--- config.mk ---
export PLATFORM = sky130hd
export DESIGN_NAME = fw_metadata_streamer_flat
export DESIGN_NICKNAME = d
export VERILOG_FILES = /design/src/rtl/fw_metadata_streamer_if.sv /design/src/rtl/fw_metadata_streamer.sv /design/src/flat_wrapper.sv
export SDC_FILE = /design/constraint.sdc
export NUM_CORES = 1
export LEC_CHECK = 0
export CAP_MARGIN = 20
export CORE_MARGIN = 2
export CORE_UTILIZATION = 50
export CTS_BUF_LIST = sky130_fd_sc_hd__clkbuf_4 sky130_fd_sc_hd__clkbuf_8
export DETAILED_ROUTE_END_ITERATION = 12
export PLACE_DENSITY_LB_ADDON = 0.12
export SYNTH_ARGS = -nofsm -noshare
export SYNTH_HDL_FRONTEND = slang
export SYNTH_SLANG_ARGS = --single-unit
--- constraint.sdc ---
create_clock -name clk -period 2.1 [get_ports clk]
set_input_delay 0.525 -clock clk [delete_from_list [all_inputs] [get_ports clk]]
set_output_delay 0.525 -clock clk [all_outputs]
set_load 0.01 [all_outputs]
--- src/rtl/fw_metadata_streamer_if.sv ---
`default_nettype none
// ============================================================================
// Module      : fw_metadata_streamer_if
// Description : Request/byte-stream bundle for the firmware metadata streamer.
//               master modport = streamer side, slave modport = requester /
//               byte-consumer side.
//   req              : one-cycle request to emit one metadata packet
//   tx_data/tx_valid : packet byte stream, held while not accepted
//   tx_ready         : consumer accepts the byte when tx_valid && tx_ready
//   busy             : packet in flight
//   done             : one-cycle pulse after the last byte is accepted
//   major/minor/patch: constant firmware version bytes
// Revision    : 1.0 - initial release
// ============================================================================
interface fw_metadata_streamer_if;
    logic       req;
    logic [7:0] tx_data;
    logic       tx_valid;
    logic       tx_ready;
    logic       busy;
    logic       done;
    logic [7:0] major;
    logic [7:0] minor;
    logic [7:0] patch;

    modport master (
        input  req, tx_ready,
        output tx_data, tx_valid, busy, done, major, minor, patch
    );

    modport slave (
        output req, tx_ready,
        input  tx_data, tx_valid, busy, done, major, minor, patch
    );
endinterface
`default_nettype wire

--- src/rtl/fw_metadata_streamer.sv ---
`default_nettype none
// ============================================================================
// Module      : fw_metadata_streamer
// Description : Emits a 12-byte firmware metadata packet per request:
//               SYNC, LEN, SEQ, major, minor, patch, BUILD_ID (4, MSB first),
//               FLAGS, CHK (XOR of bytes 0-10). One request may be queued
//               while a packet is in flight; it follows back-to-back.
//   clk   : clock, rising edge
//   reset : synchronous, active-high
//   bus   : fw_metadata_streamer_if.master (req, tx_*, busy, done, version)
// Revision    : 1.0 - initial release
// ============================================================================
module fw_metadata_streamer #(
    parameter logic [7:0]  FW_VER_MAJ   = 8'd11,
    parameter logic [7:0]  FW_VER_MIN   = 8'd0,
    parameter logic [7:0]  FW_VER_PATCH = 8'd1,
    parameter logic [31:0] BUILD_ID     = 32'h0000_0000,
    parameter logic [7:0]  FLAGS        = 8'h00,
    parameter logic [7:0]  SYNC         = 8'hA5
) (
    input  wire logic clk,
    input  wire logic reset,
    fw_metadata_streamer_if.master bus
);

    localparam logic [7:0] LEN       = 8'd10;
    localparam logic [3:0] LAST_IDX  = 4'd11;

    // Every byte except SEQ is constant, so the checksum is a constant
    // folded with the packet's SEQ value.
    localparam logic [7:0] CHK_BASE = SYNC ^ LEN ^ FW_VER_MAJ ^ FW_VER_MIN ^
                                      FW_VER_PATCH ^ BUILD_ID[31:24] ^
                                      BUILD_ID[23:16] ^ BUILD_ID[15:8] ^
                                      BUILD_ID[7:0] ^ FLAGS;

    typedef enum logic [0:0] {
        IDLE = 1'b0,
        SEND = 1'b1
    } state_t;

    state_t     state;
    logic [3:0] index;
    logic [7:0] seq;
    logic       pending;
    logic [7:0] data_q;
    logic       valid_q;
    logic       busy_q;
    logic       done_q;

    function automatic logic [7:0] pkt_byte(input logic [3:0] i, input logic [7:0] s);
        logic [7:0] b;
        case (i)
            4'd0:    b = SYNC;
            4'd1:    b = LEN;
            4'd2:    b = s;
            4'd3:    b = FW_VER_MAJ;
            4'd4:    b = FW_VER_MIN;
            4'd5:    b = FW_VER_PATCH;
            4'd6:    b = BUILD_ID[31:24];
            4'd7:    b = BUILD_ID[23:16];
            4'd8:    b = BUILD_ID[15:8];
            4'd9:    b = BUILD_ID[7:0];
            4'd10:   b = FLAGS;
            4'd11:   b = CHK_BASE ^ s;
            default: b = 8'h00;
        endcase
        return b;
    endfunction

    always_ff @(posedge clk) begin
        if (reset) begin
            state   <= IDLE;
            index   <= 4'd0;
            seq     <= 8'd0;
            pending <= 1'b0;
            data_q  <= 8'h00;
            valid_q <= 1'b0;
            busy_q  <= 1'b0;
            done_q  <= 1'b0;
        end else begin
            done_q <= 1'b0;
            case (state)
                IDLE: begin
                    if (bus.req) begin
                        state   <= SEND;
                        index   <= 4'd0;
                        valid_q <= 1'b1;
                        busy_q  <= 1'b1;
                        data_q  <= pkt_byte(4'd0, seq);
                    end
                end
                SEND: begin
                    // One-deep queue: further requests merge into the flag.
                    if (bus.req) begin
                        pending <= 1'b1;
                    end
                    if (bus.tx_ready) begin
                        if (index == LAST_IDX) begin
                            done_q  <= 1'b1;
                            seq     <= seq + 8'd1;
                            index   <= 4'd0;
                            pending <= 1'b0;
                            // A request on the final acceptance edge also
                            // counts as queued.
                            if (pending || bus.req) begin
                                data_q <= pkt_byte(4'd0, seq + 8'd1);
                            end else begin
                                state   <= IDLE;
                                valid_q <= 1'b0;
                                busy_q  <= 1'b0;
                                data_q  <= 8'h00;
                            end
                        end else begin
                            index  <= index + 4'd1;
                            data_q <= pkt_byte(index + 4'd1, seq);
                        end
                    end
                end
                default: state <= IDLE;
            endcase
        end
    end

    assign bus.tx_data  = data_q;
    assign bus.tx_valid = valid_q;
    assign bus.busy     = busy_q;
    assign bus.done     = done_q;
    assign bus.major    = FW_VER_MAJ;
    assign bus.minor    = FW_VER_MIN;
    assign bus.patch    = FW_VER_PATCH;

endmodule
`default_nettype wire

--- src/flat_wrapper.sv ---
// flat-port wrapper written by rule: the top's interface ports become plain ports
module fw_metadata_streamer_flat 
#(
    parameter logic [7:0]  FW_VER_MAJ   = 8'd11,
    parameter logic [7:0]  FW_VER_MIN   = 8'd0,
    parameter logic [7:0]  FW_VER_PATCH = 8'd1,
    parameter logic [31:0] BUILD_ID     = 32'h0000_0000,
    parameter logic [7:0]  FLAGS        = 8'h00,
    parameter logic [7:0]  SYNC         = 8'hA5
)
  (clk, reset, bus_req, bus_tx_ready, bus_tx_data, bus_tx_valid, bus_busy, bus_done, bus_major, bus_minor, bus_patch);
  fw_metadata_streamer_if bus_i ();
  input  wire logic clk;
  input  wire logic reset;
  input wire logic [$bits(bus_i.req)-1:0] bus_req;
  input wire logic [$bits(bus_i.tx_ready)-1:0] bus_tx_ready;
  output wire logic [$bits(bus_i.tx_data)-1:0] bus_tx_data;
  output wire logic [$bits(bus_i.tx_valid)-1:0] bus_tx_valid;
  output wire logic [$bits(bus_i.busy)-1:0] bus_busy;
  output wire logic [$bits(bus_i.done)-1:0] bus_done;
  output wire logic [$bits(bus_i.major)-1:0] bus_major;
  output wire logic [$bits(bus_i.minor)-1:0] bus_minor;
  output wire logic [$bits(bus_i.patch)-1:0] bus_patch;
  assign bus_i.req = bus_req;
  assign bus_i.tx_ready = bus_tx_ready;
  assign bus_tx_data = bus_i.tx_data;
  assign bus_tx_valid = bus_i.tx_valid;
  assign bus_busy = bus_i.busy;
  assign bus_done = bus_i.done;
  assign bus_major = bus_i.major;
  assign bus_minor = bus_i.minor;
  assign bus_patch = bus_i.patch;
  fw_metadata_streamer #(.FW_VER_MAJ(FW_VER_MAJ), .FW_VER_MIN(FW_VER_MIN), .FW_VER_PATCH(FW_VER_PATCH), .BUILD_ID(BUILD_ID), .FLAGS(FLAGS), .SYNC(SYNC)) u_core (.clk(clk), .reset(reset), .bus(bus_i));
endmodule
==> results of run 1 <==
-- flip-flops by register name (all words and copies together), names as in the netlist --
signal and cells:
u_core.bus.done 1, u_core.bus.tx_data 8, u_core.bus.tx_valid 1, u_core.index 4, u_core.pending 1, u_core.seq 8
u_core.state 1
-- routing by layer --
layer  share of wire [%]  routed length [um]  vias to the layer above  global-route usage (%)
li1                    -                   -                      609                       -
met1                  45                1350                      570                    22.2
met2                  48                1430                       36                    32.3
met3                 5.9                 174                        2                    4.40
met4                0.44                  13                        0                    2.66
met5                   0                   0                        -                       0
-- worst reg2reg max path, delay by kind of cell, from the launching register on --
family / cells / cell delay [ns]
adders and majority gates: 1 / 0.31
and+or+nand+nor: 2 / 0.22
AOI/OAI and AO/OA: 2 / 0.60
muxes: 1 / 0.28
DFF: 1 / 0.43
-- power by group through the flow --
| stage | combinational [uW] | sequential (uW) | clock (uW) |
|---|---|---|---|
| after global routing | 158 | 488 | 269 |
| after floorplan | 121 | 496 | 0 |
| final | 143 | 485 | 245 |
| after detailed placement | 141 | 495 | 0 |
| after global placement | 140 | 494 | 0 |
| after CTS | 142 | 485 | 251 |
-- cells by family (layout without fill, tap and decap cells) --
| group | after synthesis | count (layout) | share of synthesized area, % |
|---|---|---|---|
| other | 2 | 24 | 0.507 |
| and+or+nand+nor | 62 | 62 | 20.0 |
| AOI/OAI and AO/OA | 39 | 39 | 16.7 |
| xor gates and xnor gates | 10 | 10 | 5.91 |
| buffers and inverters | 34 | 31 | 15.7 |
| adders and majority gates | 6 | 6 | 5.07 |
| muxes | 5 | 5 | 3.63 |
| DFF | 24 | 24 | 32.4 |
-- area by class of cell --
class                   count  area share, %
multi-input cells         146           52.1
flip-flops and latches     24           29.4
repair buffers             24           13.2
well taps                  31           2.38
clock buffers               4           2.22
inverters                   3          0.690
-- per-stage QoR --
stage	power [uW]	setup slack, ns	util, %	std cells
floorplan	617	0.249	-	204
global placement	634	0.176	57.4	228
detailed placement	636	0.116	57.4	228
CTS	877	0.207	58.7	232
global route	915	0.0492	58.7	232
finish	873	0.179	58.7	232
-- cell usage after synthesis --
cell type,number,share of area (%)
a31oi_1,1,0.42
mux2i_1,2,1.4
inv_1,3,0.76
nor3b_1,1,0.51
o21ai_0,10,3.4
a21o_1,1,0.51
conb_1,2,0.51
or3_1,1,0.42
buf_6,1,0.76
nand2_2,1,0.42
buf_2,3,1.0
nor2_1,20,5.1
a211oi_1,5,2.5
o21a_1,1,0.51
and3_1,1,0.42
nor4bb_1,1,0.68
a21oi_1,13,4.4
o21bai_1,1,0.51
nor3_1,5,1.7
or2_2,2,0.84
nand2b_1,3,1.3
xnor2_1,4,2.4
ha_1,6,5.1
dfxtp_1,24,32
a22o_1,2,1.2
xor2_1,6,3.5
nand3b_1,1,0.51
and2_1,3,1.3
nand3_1,4,1.4
o31ai_2,1,0.84
and3b_2,1,0.68
nand2_1,16,4.1
nand4_1,2,0.84
mux2_2,3,2.3
clkbuf_1,2,0.51
a311oi_1,1,0.59
a21boi_2,1,0.76
a22oi_1,1,0.51
buf_4,25,13
o32ai_1,1,0.59
-- how the worst max path moves through the flow --
stage,startpoint,to,slack (ns),cells past startpoint
4_1_cts,u_core.index[0],u_core.bus.tx_data[7],0.21,6
3_3_place_gp,bus_tx_ready,u_core.seq[7],0.18,6
2_1_floorplan,u_core.index[0],u_core.bus.tx_data[2],0.25,7
5_1_grt,u_core.index[0],u_core.bus.tx_data[7],0.05,6
3_5_place_dp,bus_tx_ready,u_core.seq[7],0.12,6
6_report,u_core.index[0],u_core.bus.tx_data[7],0.18,6
==> metrics.txt, run 1 <==
status=finished clean; min-delay src=u_core.bus.tx_data[3]; register area share after synthesis=32.4%; Reg2Reg Depth=6; DR pass1 iterations=6; P&R area growth vs syn=10.2%; nets=212; first-pass GRT wire length=4.84 mm; critical path class=reg -> reg; post-cts resize count=0; die area=3410 sq um; CP required=2.33 ns; Clk Latency, worst-skew pair=0.31 ns; Fmax=0.521 GHz; crit-path cells=ha_1 > nand2_1 > o31ai_2 > nand2_2 > mux2_2 > a211oi_1; largest net degree at the start of global routing=17; final worst-path cycle share=91.5%; WL/cell=12.8 um; CTS tree=done; initial antenna violation count=0; Post-DP HPWL=2.29 mm; register area=480 sq um; # port buffers=14; # setup viols final=0; FILL cells=272; cts bufs inserted=3; Switching Share=26.8%; crit path DAT=2.15 ns; setup TNS=0 ns; Sequential Power Share=55.6%; Tmin final=1.92 ns; area of the multi-input gates=851 sq um; P_leak=0.000666 uW; I/O pin total=39; Gate power share=16.4%; Post-Synthesis Cells=182; Placer Congestion=0.775; Die H=58.4 um; Worst Path Max Fanout=7; CP Capture Type=flop; Setup Skew=0.00320 ns; share of layout cells above drive strength 1=11.4%; register bit total from synthesis=24; most frequent cells in the layout=conb_1 (24), dfxtp_1 (24), nor2_1 (20); minimum setup slack among reg-to-reg paths=0.18 ns; antenna-violating nets left=0; final hold vios=0; total gr overflow=0; CP top delay family=compound AO/OA/AOI/OAI gates; Clock power frac=28.0%; Die W=58.4 um; total core area=2780 sq um; Bufs and invs on worst path=0; Routed WL=2.96 mm; Unique masters post-synth=40; H-tree Lvls=1; placed cell area=1600 sq um; WHS Path Cells=2; reg2reg start=u_core.index[0]; CTS Hold Bufs=0; clk root buf=clkbuf_4; NetSw=234 uW; Crit path largest cell delay=0.43 ns; RSZ-0062 raised after global routing=no; Peak supply drop=0.456 mV; pwr/cell area=534 nW/um^2; HP Class=reg -> reg; ant diodes=0; postcts setup bufs=0; CP startpoint kind=flop; total global-route track usage=18.0%; drt drc=0; clock buffer depth=2; Vias=1,217; Initial Utilization=53.3%; syn_area_per_cell=8.14 sq um; Clk pin slew, worst setup/hold paths=0.13 ns; FF-to-FF End=u_core.bus.tx_data[7]; hold slack final=0.482 ns; CP max stage cell=dfxtp_1; vias per cell=5.25; WHS Endpoint=u_core.bus.tx_data[3]; Synth warnings=0; MaxCap Viol Count=0; initial drt markers=21; # rows=19; vias in the first global route=1,144; P_int=638 uW; fin area=1630 sq um; mapped cell area=1480 sq um; clk sinks=24; fin. max-slew vios=0
Power figures use the tool's default switching activity.
==> run 2, diff against run 1 <==
Settings changed: CELL_PAD_IN_SITES_DETAIL_PLACEMENT set to 0, CELL_PAD_IN_SITES_GLOBAL_PLACEMENT set to 1, CORE_ASPECT_RATIO set to 0.6, CORE_UTILIZATION 50 to 36, TNS_END_PERCENT set to 5.
==> run 2 against run 1 <==
Worst hold slack got worse by 0.017 ns. Design area increased by 3.6%. Sequential power barely moved. Non-clock buffer count did not move. Via count down 5.3%. Global-route usage decreased by 3.9 points. Combinational power about the same. Clock power increased by 68%. Utilization shrank 17 points. Critical path type unchanged.
==> metrics.txt, run 2 (synthesis results as in run 1) <==
critical path class=reg -> reg (unchanged); CTS tree=done (unchanged); post-cts resize count=0 (unchanged); largest net degree at the start of global routing=21 (was 17); share of layout cells above drive strength 1=11.4% (unchanged); total core area=4030 sq um (was 2780 sq um); initial antenna violation count=0 (unchanged); status=finished clean (unchanged); vias in the first global route=1,016 (was 1,144); final worst-path cycle share=90.7% (was 91.5%); drt drc=0 (unchanged); cts bufs inserted=3 (unchanged); placed cell area=1620 sq um (was 1600 sq um); worst setup path start=u_core.index[1] (was u_core.index[0]); Fmax=0.525 GHz (was 0.521 GHz); nets=212 (unchanged); die area=4660 sq um (was 3410 sq um); Max-Slew Margin vs Limit=65.8%; CTS Hold Bufs=0 (unchanged); antenna-violating nets left=0 (unchanged); RSZ-0062 raised after global routing=no (unchanged); first-pass GRT wire length=4.97 mm (was 4.84 mm); crit path DAT=2.12 ns (was 2.15 ns); CP Capture Type=flop (unchanged); P&R area growth vs syn=14.2% (was 10.2%); I/O pin total=39 (unchanged); setup TNS=0 ns (unchanged); HP Class=reg -> reg (unchanged); Clk Latency, worst-skew pair=0.27 ns (was 0.31 ns); Final Core Density=42.0% (was 58.7%); total global-route track usage=14.1% (was 18.0%); Worst Path Max Fanout=7 (unchanged); # setup viols final=0 (unchanged); # port buffers=14 (unchanged); min-delay src=u_core.bus.tx_data[3] (unchanged); Initial Utilization=36.7% (was 53.3%); Tmin final=1.90 ns (was 1.92 ns); Post-DP HPWL=2.36 mm (was 2.29 mm); Vias=1,153 (was 1,217); Setup Skew=0.00476 ns (was 0.00320 ns); Routed WL=3.02 mm (was 2.96 mm); MaxCap Viol Count=0 (unchanged); Slew @ Worst Pin=0.512 ns; pwr/cell area=614 nW/um^2 (was 534 nW/um^2); clk root buf=clkbuf_8 (was clkbuf_4); Clk pin slew, worst setup/hold paths=0.09 ns (was 0.13 ns); DR pass1 iterations=4 (was 6); crit-path cells=buf_4 > inv_1 > ha_1 > mux2i_1 > o32ai_1 > and2_1 > a22o_1 (was ha_1 > nand2_1 > o31ai_2 > nand2_2 > mux2_2 > a211oi_1); postcts setup bufs=0 (unchanged); fin area=1690 sq um (was 1630 sq um); Placer Congestion=0.761 (was 0.775); # rows=18 (was 19); reg2reg start=u_core.index[1] (was u_core.index[0]); clock buffer depth=2 (unchanged); Die H=53.7 um (was 58.4 um); initial drt markers=47 (was 21); final hold vios=0 (unchanged); CP startpoint kind=flop (unchanged); Crit path largest cell delay=0.46 ns (was 0.43 ns); H-tree Lvls=1 (unchanged); most frequent cells in the layout=conb_1 (24), dfxtp_1 (24), nor2_1 (20) (unchanged); total gr overflow=0 (unchanged); CP required=2.32 ns (was 2.33 ns); fin. max-slew vios=0 (unchanged); Die W=86.8 um (was 58.4 um); P_leak=0.000681 uW (was 0.000666 uW); clk sinks=24 (unchanged); Peak supply drop=0.306 mV (was 0.456 mV); CP max stage cell=o32ai_1 (was dfxtp_1); ant diodes=0 (unchanged); vias per cell=4.59 (was 5.25); FILL cells=414 (was 272); total power after layout=1040 uW (was 873 uW); WL/cell=12.0 um (was 12.8 um)
## run 2: worst paths after layout
check | end | slack [ns] | cells past startpoint
hold reg to reg | u_core.bus.tx_data[3] | 0.47 | 2
setup reg to reg | u_core.bus.tx_data[4] | 0.20 | 7
setup / recovery | u_core.bus.tx_data[4] | 0.20 | 7
hold / removal | u_core.bus.tx_data[3] | 0.47 | 2
## run 2: final cells by class
class                   count  area, sq um  share of cell area [%]
repair buffers             24          215                    12.7
flip-flops and latches     24          480                    28.4
clock inverters             1         30.0                    1.78
clock buffers               3         41.3                    2.44
well taps                  50         62.6                    3.70
multi-input cells         146          851                    50.3
inverters                   3         11.3                   0.666
## run 2: power by group
part | leakage (uW) | internal, uW | total [uW] | switching (uW)
clock | 0.0000357 | 255 | 412 | 157
combinational | 0.000450 | 59.8 | 141 | 81.1
sequential | 0.000196 | 471 | 486 | 14.9
## run 2: through the flow
stage	setup slack (ns)	hold WS, ns	cells
final	0.196	0.465	251
after detailed placement	0.108	0.453	247
after global routing	0.0292	0.514	251
after global placement	0.133	0.456	247
after CTS	0.212	0.473	251
after floorplan	0.249	0.483	204
## run 2: critical path: cells and delay by family (launching register included)
kind | cells | cell delay, ns
simple gates | 1 | 0.24
compound gates | 2 | 0.61
mux | 1 | 0.10
fa+ha+maj | 1 | 0.29
buf+inv | 2 | 0.28
flops | 1 | 0.33
## run 2: layer usage
| metal | GRT usage [%] | vias to the layer above | routed length, um |
|---|---|---|---|
| li1 | - | 611 | - |
| met1 | 22.2 | 511 | 1780 |
| met2 | 18.4 | 29 | 1120 |
| met3 | 3.83 | 2 | 114 |
| met4 | 3.13 | 0 | 8 |
| met5 | 0 | - | 0 |
